## config.mk

```make
export PLATFORM = sky130hd
export DESIGN_NAME = instr_seq_flat
export DESIGN_NICKNAME = d
export VERILOG_FILES = /design/src/rtl/instr_seq_pkg.sv /design/src/rtl/instr_seq_if.sv /design/src/rtl/instr_seq.sv /design/src/flat_wrapper.sv
export SDC_FILE = /design/constraint.sdc
export NUM_CORES = 1
export LEC_CHECK = 0
export CELL_PAD_IN_SITES_DETAIL_PLACEMENT = 1
export CELL_PAD_IN_SITES_GLOBAL_PLACEMENT = 2
export CORE_UTILIZATION = 32
export DETAILED_ROUTE_END_ITERATION = 10
export GPL_ROUTABILITY_DRIVEN = 1
export HOLD_SLACK_MARGIN = 0.12
export MAX_ROUTING_LAYER = met4
export PLACE_DENSITY_LB_ADDON = 0.1
export SKIP_LAST_GASP = 1
export SLEW_MARGIN = 10
export SYNTH_ARGS = -nofsm -noshare
export SYNTH_HDL_FRONTEND = slang
export SYNTH_SLANG_ARGS = --single-unit
```

## constraint.sdc

```tcl
create_clock -name clk -period 2.85 [get_ports clk]
set_clock_uncertainty 0.1 [all_clocks]
set_input_delay 0.57 -clock clk [delete_from_list [all_inputs] [get_ports clk]]
set_output_delay 0.57 -clock clk [all_outputs]
set_load 0.05 [all_outputs]
```

## src/rtl/instr_seq_pkg.sv

```systemverilog
// Shared configuration for the instruction sequencer: state encoding and
// default parameter values.
package instr_seq_pkg;

    // Width of one instruction word in the instr_dec buffer.
    localparam int INSTR_SIZE = 32;

    // Default values for the sequencer parameters.
    localparam int RD_LAT_DEF = 1;
    localparam int TO_W_DEF   = 16;
    localparam int CNT_W_DEF  = 8;

    typedef enum logic [2:0] {
        IDLE,
        FETCH,
        ISSUE,
        WAIT,
        POP,
        SETTLE,
        DONE
    } seq_state_e;

endpackage

```

## src/rtl/instr_seq_if.sv

```systemverilog
// Host, instruction-buffer and engine signals of the instruction sequencer.
// The master side drives the sequencer inputs; the slave side is the sequencer.
interface instr_seq_if
    import instr_seq_pkg::*;
#(
    parameter int TO_W  = TO_W_DEF,
    parameter int CNT_W = CNT_W_DEF
);
    logic             go;
    logic [TO_W-1:0]  timeout;
    logic             instr_valid;
    logic             start;
    logic             last;
    logic             mm_done;
    logic             rd_nxt_inst;
    logic             mm_start;
    logic             busy;
    logic             prog_done;
    logic             err;
    logic [CNT_W-1:0] issued_cnt;
    logic [CNT_W-1:0] skipped_cnt;

    modport master (
        output go, timeout, instr_valid, start, last, mm_done,
        input  rd_nxt_inst, mm_start, busy, prog_done, err, issued_cnt, skipped_cnt
    );

    modport slave (
        input  go, timeout, instr_valid, start, last, mm_done,
        output rd_nxt_inst, mm_start, busy, prog_done, err, issued_cnt, skipped_cnt
    );
endinterface

```

## src/rtl/instr_seq.sv

```systemverilog
// Instruction sequencer: pops instructions from instr_dec, fires the matmul
// engine for instructions with start set, waits for completion (with an
// optional timeout) and ends the program on the instruction flagged last.
module instr_seq
    import instr_seq_pkg::*;
#(
    parameter int RD_LAT = RD_LAT_DEF,
    parameter int TO_W   = TO_W_DEF,
    parameter int CNT_W  = CNT_W_DEF
) (
    input  logic       clk,
    input  logic       rst,
    instr_seq_if.slave bus
);
    // Settle counter spans RD_LAT cycles after a pop (loaded with RD_LAT-1).
    localparam int               SET_W    = (RD_LAT > 1) ? $clog2(RD_LAT) : 1;
    localparam logic [SET_W-1:0] SET_INIT = SET_W'((RD_LAT > 0) ? (RD_LAT - 1) : 0);

    seq_state_e       state, state_d;
    logic             last_q;
    logic [TO_W-1:0]  to_cnt;
    logic [TO_W-1:0]  to_nxt;
    logic             to_expire;
    logic [SET_W-1:0] settle_cnt;
    logic [CNT_W-1:0] issued_cnt;
    logic [CNT_W-1:0] skipped_cnt;
    logic             err_q;
    logic             clr_run;
    logic             skip_inc;
    logic             iss_inc;
    logic             set_err;

    assign to_nxt    = to_cnt + 1'b1;
    assign to_expire = (bus.timeout != '0) && (to_nxt == bus.timeout);

    // State register.
    always_ff @(posedge clk or posedge rst) begin
        if (rst) state <= IDLE;
        else     state <= state_d;
    end

    // Next-state decode and per-cycle counter/flag strobes.
    always_comb begin
        state_d  = state;
        clr_run  = 1'b0;
        skip_inc = 1'b0;
        iss_inc  = 1'b0;
        set_err  = 1'b0;
        case (state)
            IDLE: begin
                if (bus.go) begin
                    clr_run = 1'b1;
                    state_d = FETCH;
                end
            end
            FETCH: begin
                if (bus.instr_valid) begin
                    if (bus.start) begin
                        state_d = ISSUE;
                    end else begin
                        skip_inc = 1'b1;
                        state_d  = POP;
                    end
                end
            end
            ISSUE: state_d = WAIT;
            WAIT: begin
                // Completion wins over a timeout expiring in the same cycle.
                if (bus.mm_done) begin
                    iss_inc = 1'b1;
                    state_d = POP;
                end else if (to_expire) begin
                    set_err = 1'b1;
                    state_d = DONE;
                end
            end
            POP: begin
                if (last_q)           state_d = DONE;
                else if (RD_LAT == 0) state_d = FETCH;
                else                  state_d = SETTLE;
            end
            SETTLE: begin
                if (settle_cnt == '0) state_d = FETCH;
            end
            DONE:    state_d = IDLE;
            default: state_d = IDLE;
        endcase
    end

    // Capture the last flag of the instruction accepted in FETCH.
    always_ff @(posedge clk or posedge rst) begin
        if (rst)                                   last_q <= 1'b0;
        else if (state == FETCH && bus.instr_valid) last_q <= bus.last;
    end

    // Wait-timeout counter: cleared on issue, counts WAIT cycles when enabled.
    always_ff @(posedge clk or posedge rst) begin
        if (rst)                                                     to_cnt <= '0;
        else if (state == ISSUE)                                     to_cnt <= '0;
        else if (state == WAIT && !bus.mm_done && bus.timeout != '0) to_cnt <= to_nxt;
    end

    // Settle down-counter covering the buffer read latency after a pop.
    always_ff @(posedge clk or posedge rst) begin
        if (rst)                                    settle_cnt <= '0;
        else if (state == POP)                      settle_cnt <= SET_INIT;
        else if (state == SETTLE && settle_cnt != '0) settle_cnt <= settle_cnt - 1'b1;
    end

    // Saturating count of executed instructions.
    always_ff @(posedge clk or posedge rst) begin
        if (rst)                              issued_cnt <= '0;
        else if (clr_run)                     issued_cnt <= '0;
        else if (iss_inc && issued_cnt != '1) issued_cnt <= issued_cnt + 1'b1;
    end

    // Saturating count of instructions popped without execution.
    always_ff @(posedge clk or posedge rst) begin
        if (rst)                                skipped_cnt <= '0;
        else if (clr_run)                       skipped_cnt <= '0;
        else if (skip_inc && skipped_cnt != '1) skipped_cnt <= skipped_cnt + 1'b1;
    end

    // Sticky timeout flag, cleared when a new program is accepted.
    always_ff @(posedge clk or posedge rst) begin
        if (rst)          err_q <= 1'b0;
        else if (clr_run) err_q <= 1'b0;
        else if (set_err) err_q <= 1'b1;
    end

    assign bus.rd_nxt_inst = (state == POP);
    assign bus.mm_start    = (state == ISSUE);
    assign bus.busy        = (state != IDLE);
    assign bus.prog_done   = (state == DONE);
    assign bus.err         = err_q;
    assign bus.issued_cnt  = issued_cnt;
    assign bus.skipped_cnt = skipped_cnt;

endmodule

```

## src/flat_wrapper.sv

```systemverilog
// flat-port wrapper written by rule: the top's interface ports become plain ports
module instr_seq_flat import instr_seq_pkg::*;
#(
    parameter int RD_LAT = RD_LAT_DEF,
    parameter int TO_W   = TO_W_DEF,
    parameter int CNT_W  = CNT_W_DEF
)
  (clk, rst, bus_go, bus_timeout, bus_instr_valid, bus_start, bus_last, bus_mm_done, bus_rd_nxt_inst, bus_mm_start, bus_busy, bus_prog_done, bus_err, bus_issued_cnt, bus_skipped_cnt);
  instr_seq_if #(.TO_W(TO_W), .CNT_W(CNT_W)) bus_i ();
  input  logic clk;
  input  logic rst;
  input wire logic [$bits(bus_i.go)-1:0] bus_go;
  input wire logic [$bits(bus_i.timeout)-1:0] bus_timeout;
  input wire logic [$bits(bus_i.instr_valid)-1:0] bus_instr_valid;
  input wire logic [$bits(bus_i.start)-1:0] bus_start;
  input wire logic [$bits(bus_i.last)-1:0] bus_last;
  input wire logic [$bits(bus_i.mm_done)-1:0] bus_mm_done;
  output wire logic [$bits(bus_i.rd_nxt_inst)-1:0] bus_rd_nxt_inst;
  output wire logic [$bits(bus_i.mm_start)-1:0] bus_mm_start;
  output wire logic [$bits(bus_i.busy)-1:0] bus_busy;
  output wire logic [$bits(bus_i.prog_done)-1:0] bus_prog_done;
  output wire logic [$bits(bus_i.err)-1:0] bus_err;
  output wire logic [$bits(bus_i.issued_cnt)-1:0] bus_issued_cnt;
  output wire logic [$bits(bus_i.skipped_cnt)-1:0] bus_skipped_cnt;
  assign bus_i.go = bus_go;
  assign bus_i.timeout = bus_timeout;
  assign bus_i.instr_valid = bus_instr_valid;
  assign bus_i.start = bus_start;
  assign bus_i.last = bus_last;
  assign bus_i.mm_done = bus_mm_done;
  assign bus_rd_nxt_inst = bus_i.rd_nxt_inst;
  assign bus_mm_start = bus_i.mm_start;
  assign bus_busy = bus_i.busy;
  assign bus_prog_done = bus_i.prog_done;
  assign bus_err = bus_i.err;
  assign bus_issued_cnt = bus_i.issued_cnt;
  assign bus_skipped_cnt = bus_i.skipped_cnt;
  instr_seq #(.RD_LAT(RD_LAT), .TO_W(TO_W), .CNT_W(CNT_W)) u_core (.clk(clk), .rst(rst), .bus(bus_i));
endmodule
```

==> results.toml <==
[placed_design]
gp_congestion = 0.8128
port_bufs = 43
detailedPlacementHpwl_um = 5356
dp.cells = 426
post_dp_cell_area_um2 = 3083
post-place-ws_ns = 0.1662

[setup_path]
cp_data_required_time_ns = 2.18
critical_path_arrival_ns = 2.03
timing.critical_path.cells = "buf_4 -> nor3b_1 -> clkdlybuf4s50_1"
rrSetupSlack_ns = 0.40
critical_path_cell_count = 3
setup.worst_path.class = "flop to output pin"
path_delay_family = "buffers and inverters"
r2r.worst_path.cells = 6
startpoint_of_the_lowest_slack_register_to_register_path = "u_core.to_cnt[2]"
critPathLaunch = "u_core.state[0]"
slowest_stage = "sky130_fd_sc_hd__clkdlybuf4s50_1"
critPathMaxStageDelay_ns = 0.82
critical_path_peak_fanout = 9
critical_path_buf_inv_count = 2
r2r-end = "u_core.state[0]"
cp-endpoint = "bus_prog_done"
worstSetupStartpointType = "flop"
worst_setup_path_end_kind = "output pin"

[route]
routed_wirelength_normalized_by_instance_count_um = 16.74
average_via_count_per_standard_cell = 5.279
detail_route.drc_violations = 0
detail_route.first_pass.iterations = 4
drt.antenna.violating_nets = 0
route.final.wire_length_um = 7263
drt_iter0_markers = 67
vias = 2291

[finish]
antenna_cell_count = 0
fill_cells = 872
stdcell_count = 434
multi_input_area_um2 = 1441
layout.cells.most_common_list = "42 x sky130_fd_sc_hd__clkdlybuf4s50_1, 38 x sky130_fd_sc_hd__dfrtp_1, 31 x sky130_fd_sc_hd__nor2_1"
layout.nets = 360
layout_cell_share_with_drive_strength_beyond_1_pct = 8.060
leading_cell_type_in_the_layout_fill_and_taps_excluded = "sky130_fd_sc_hd__clkdlybuf4s50_1"
layout-area-overhead-vs-synth_pct = 29.08
layout.cell_area.non_filler_um2 = 3199
sequential_cell_area_um2 = 950.9

[sta]
worst_slack_ns = 0.1529
final.setup.tns_ns = 0
setup_violations = 0
relSlewSlack_pct = 53.38
timing_hold_violations_final = 0
tightest_slew_ns = 0.6987
period_share_pct = 94.64
final_critical_path_time_including_i_o_delays_and_setup_ns = 2.697
finalMaxSlewViolations = 0
fmax_mhz = 370.8
rsz0062_at_grt = "no"

[yosys]
mapped_area_um2 = 2479
number_of_enable_type_register_cells_in_the_synthesized_netlist = 0
post_synth_num_cell_types = 48
proportion_of_netlist_area_held_by_the_largest_area_contributor_pct = 38.36
netlist_instances = 284
synth.net_count = 310
synth_sequential_area_ratio_pct = 38.36
syn_avg_cell_area_um2 = 8.728
warnings_synthesis = 0
synthArstFlopShare_pct = 100.0
synthDominantAreaCellType = "sky130_fd_sc_hd__dfrtp_1"
synth_top_flop_cell = "sky130_fd_sc_hd__dfrtp_1"
yosys-top-cells-area = "sky130_fd_sc_hd__dfrtp_1 38%, sky130_fd_sc_hd__xnor2_1 7.4%, sky130_fd_sc_hd__xor2_1 5.7%"
ys_ff_latch = 38

[clocking]
clockBufferDepth = 2
clk_latency_ns = 0.30
post-cts-setup-buffers = 0
cts_made_buffers = 5
path_clk_slew_ns = 0.09
cts_tree = "yes"
htree_num_levels = 2
cts-hold-fix-buffers = 0
cts_root_buffer = "sky130_fd_sc_hd__clkbuf_8"
clkSinkCount = 38
ctsResizeCount = 0

[pwr]
power_density_nw_per_um2 = 638.1
leakage_dissipation_nw = 1.326
power.ir.vdd_worst_uv = 368.3

[status]
result_of_the_run = "finished clean"

[die]
core_um2 = 7370
ios = 44
initial_utilization_pct = 33.63
floorplan.die_area_um2 = 8102
chipHeight_um = 90.01
placement_rows = 31
die_w_um = 90.01

[min_path]
min_path_type = "flop to flop"

[global_routing]
grt_antenna_before_repair = 0
gr-usage-all-layers_pct = 19.82
grt_pass1_vias = 2367
pin_count_of_the_biggest_net_entering_global_routing = 39
gr-total-overflow = 0
grt_first_pass_wirelength_um = 12560

[job]
maxcap_viol_count = 0
## area by class of cell
cell class / count / share of cell area (%)
Clock inverter: 3 / 1.408
Multi-Input combinational cell: 226 / 45.05
Inverter: 7 / 0.8213
Tap cell: 99 / 3.872
Timing Repair Buffer: 56 / 16.97
Clock buffer: 5 / 2.151
Sequential cell: 38 / 29.72
## state kept, by name (all words and copies together) (netlist names)
| signal | flops |
|---|---|
| u_core.bus.err | 1 |
| u_core.last_q | 1 |
| u_core.state | 3 |
| u_core.to_cnt | 16 |
| u_core.settle_cnt | 1 |
| u_core.bus.skipped_cnt | 8 |
| u_core.bus.issued_cnt | 8 |
## how the worst min path moves through the flow
stage,from,end,depth (start not counted)
finish,u_core.to_cnt[15],u_core.to_cnt[15],1
detailed placement,u_core.settle_cnt,u_core.settle_cnt,1
CTS,u_core.to_cnt[15],u_core.to_cnt[15],1
floorplan,u_core.to_cnt[15],u_core.to_cnt[15],1
global route,u_core.to_cnt[11],u_core.to_cnt[11],1
global placement,u_core.to_cnt[15],u_core.to_cnt[15],1
## per-stage QoR
step                power, mW  util [%]  hold WS (ns)
detailed placement      1.567     41.83        0.4171
global route            2.162     43.41        0.4725
floorplan               1.269         -        0.3659
finish                  2.041     43.41        0.4241
global placement        1.567     41.83        0.4109
CTS                     2.064     43.38        0.4382
## Yosys cell counts, types with 2 or more instances
cell,count
sky130_fd_sc_hd__ha_1,3
sky130_fd_sc_hd__nand2_1,24
sky130_fd_sc_hd__nand4_1,14
sky130_fd_sc_hd__nor2_1,31
sky130_fd_sc_hd__nor3_1,6
sky130_fd_sc_hd__dfrtp_1,38
sky130_fd_sc_hd__nor4_1,5
sky130_fd_sc_hd__xor2_1,16
sky130_fd_sc_hd__xnor2_1,21
sky130_fd_sc_hd__and3_1,5
sky130_fd_sc_hd__o211ai_1,2
sky130_fd_sc_hd__nand3b_1,2
sky130_fd_sc_hd__or3_1,4
sky130_fd_sc_hd__o22ai_1,2
sky130_fd_sc_hd__o41ai_1,3
sky130_fd_sc_hd__o31ai_1,3
sky130_fd_sc_hd__mux2i_1,3
sky130_fd_sc_hd__nor2b_1,2
sky130_fd_sc_hd__clkbuf_1,9
sky130_fd_sc_hd__o21ai_0,24
sky130_fd_sc_hd__nand3_1,13
sky130_fd_sc_hd__inv_1,7
sky130_fd_sc_hd__buf_2,3
sky130_fd_sc_hd__nand2b_1,2
sky130_fd_sc_hd__nand4b_1,3
sky130_fd_sc_hd__and2_1,4
sky130_fd_sc_hd__a31oi_1,3
sky130_fd_sc_hd__a21oi_1,11
sky130_fd_sc_hd__o21a_1,2
## power breakdown
group          switching (mW)  total, mW  leakage (nW)  internal, mW
Sequential              0.127      0.739         0.519         0.612
Combinational           0.474      0.817         0.757         0.343
Clock                   0.225      0.485        0.0504         0.261
Total                   0.826       2.04          1.33          1.22
## logic make-up (layout without fill, tap and decap cells)
logic type      after synthesis  after routing  share of synthesized area, %
fa+ha+maj                     3              3                         1.515
compound gates               58             58                         15.14
buf+inv                      20             71                         3.483
mux                           4              4                         1.666
simple gates                124            124                         26.75
flops                        38             38                         38.36
xor+xnor                     37             37                         13.07
## routing by layer
| metal | global-route usage, % | part of all wire (%) |
|---|---|---|
| met4 | 4.435 | 1.0 |
| met2 | 29.96 | 44 |
| met5 | - | 0 |
| met1 | 28.04 | 52 |
| met3 | 2.876 | 2.5 |
(Power assumes the default switching activity.)
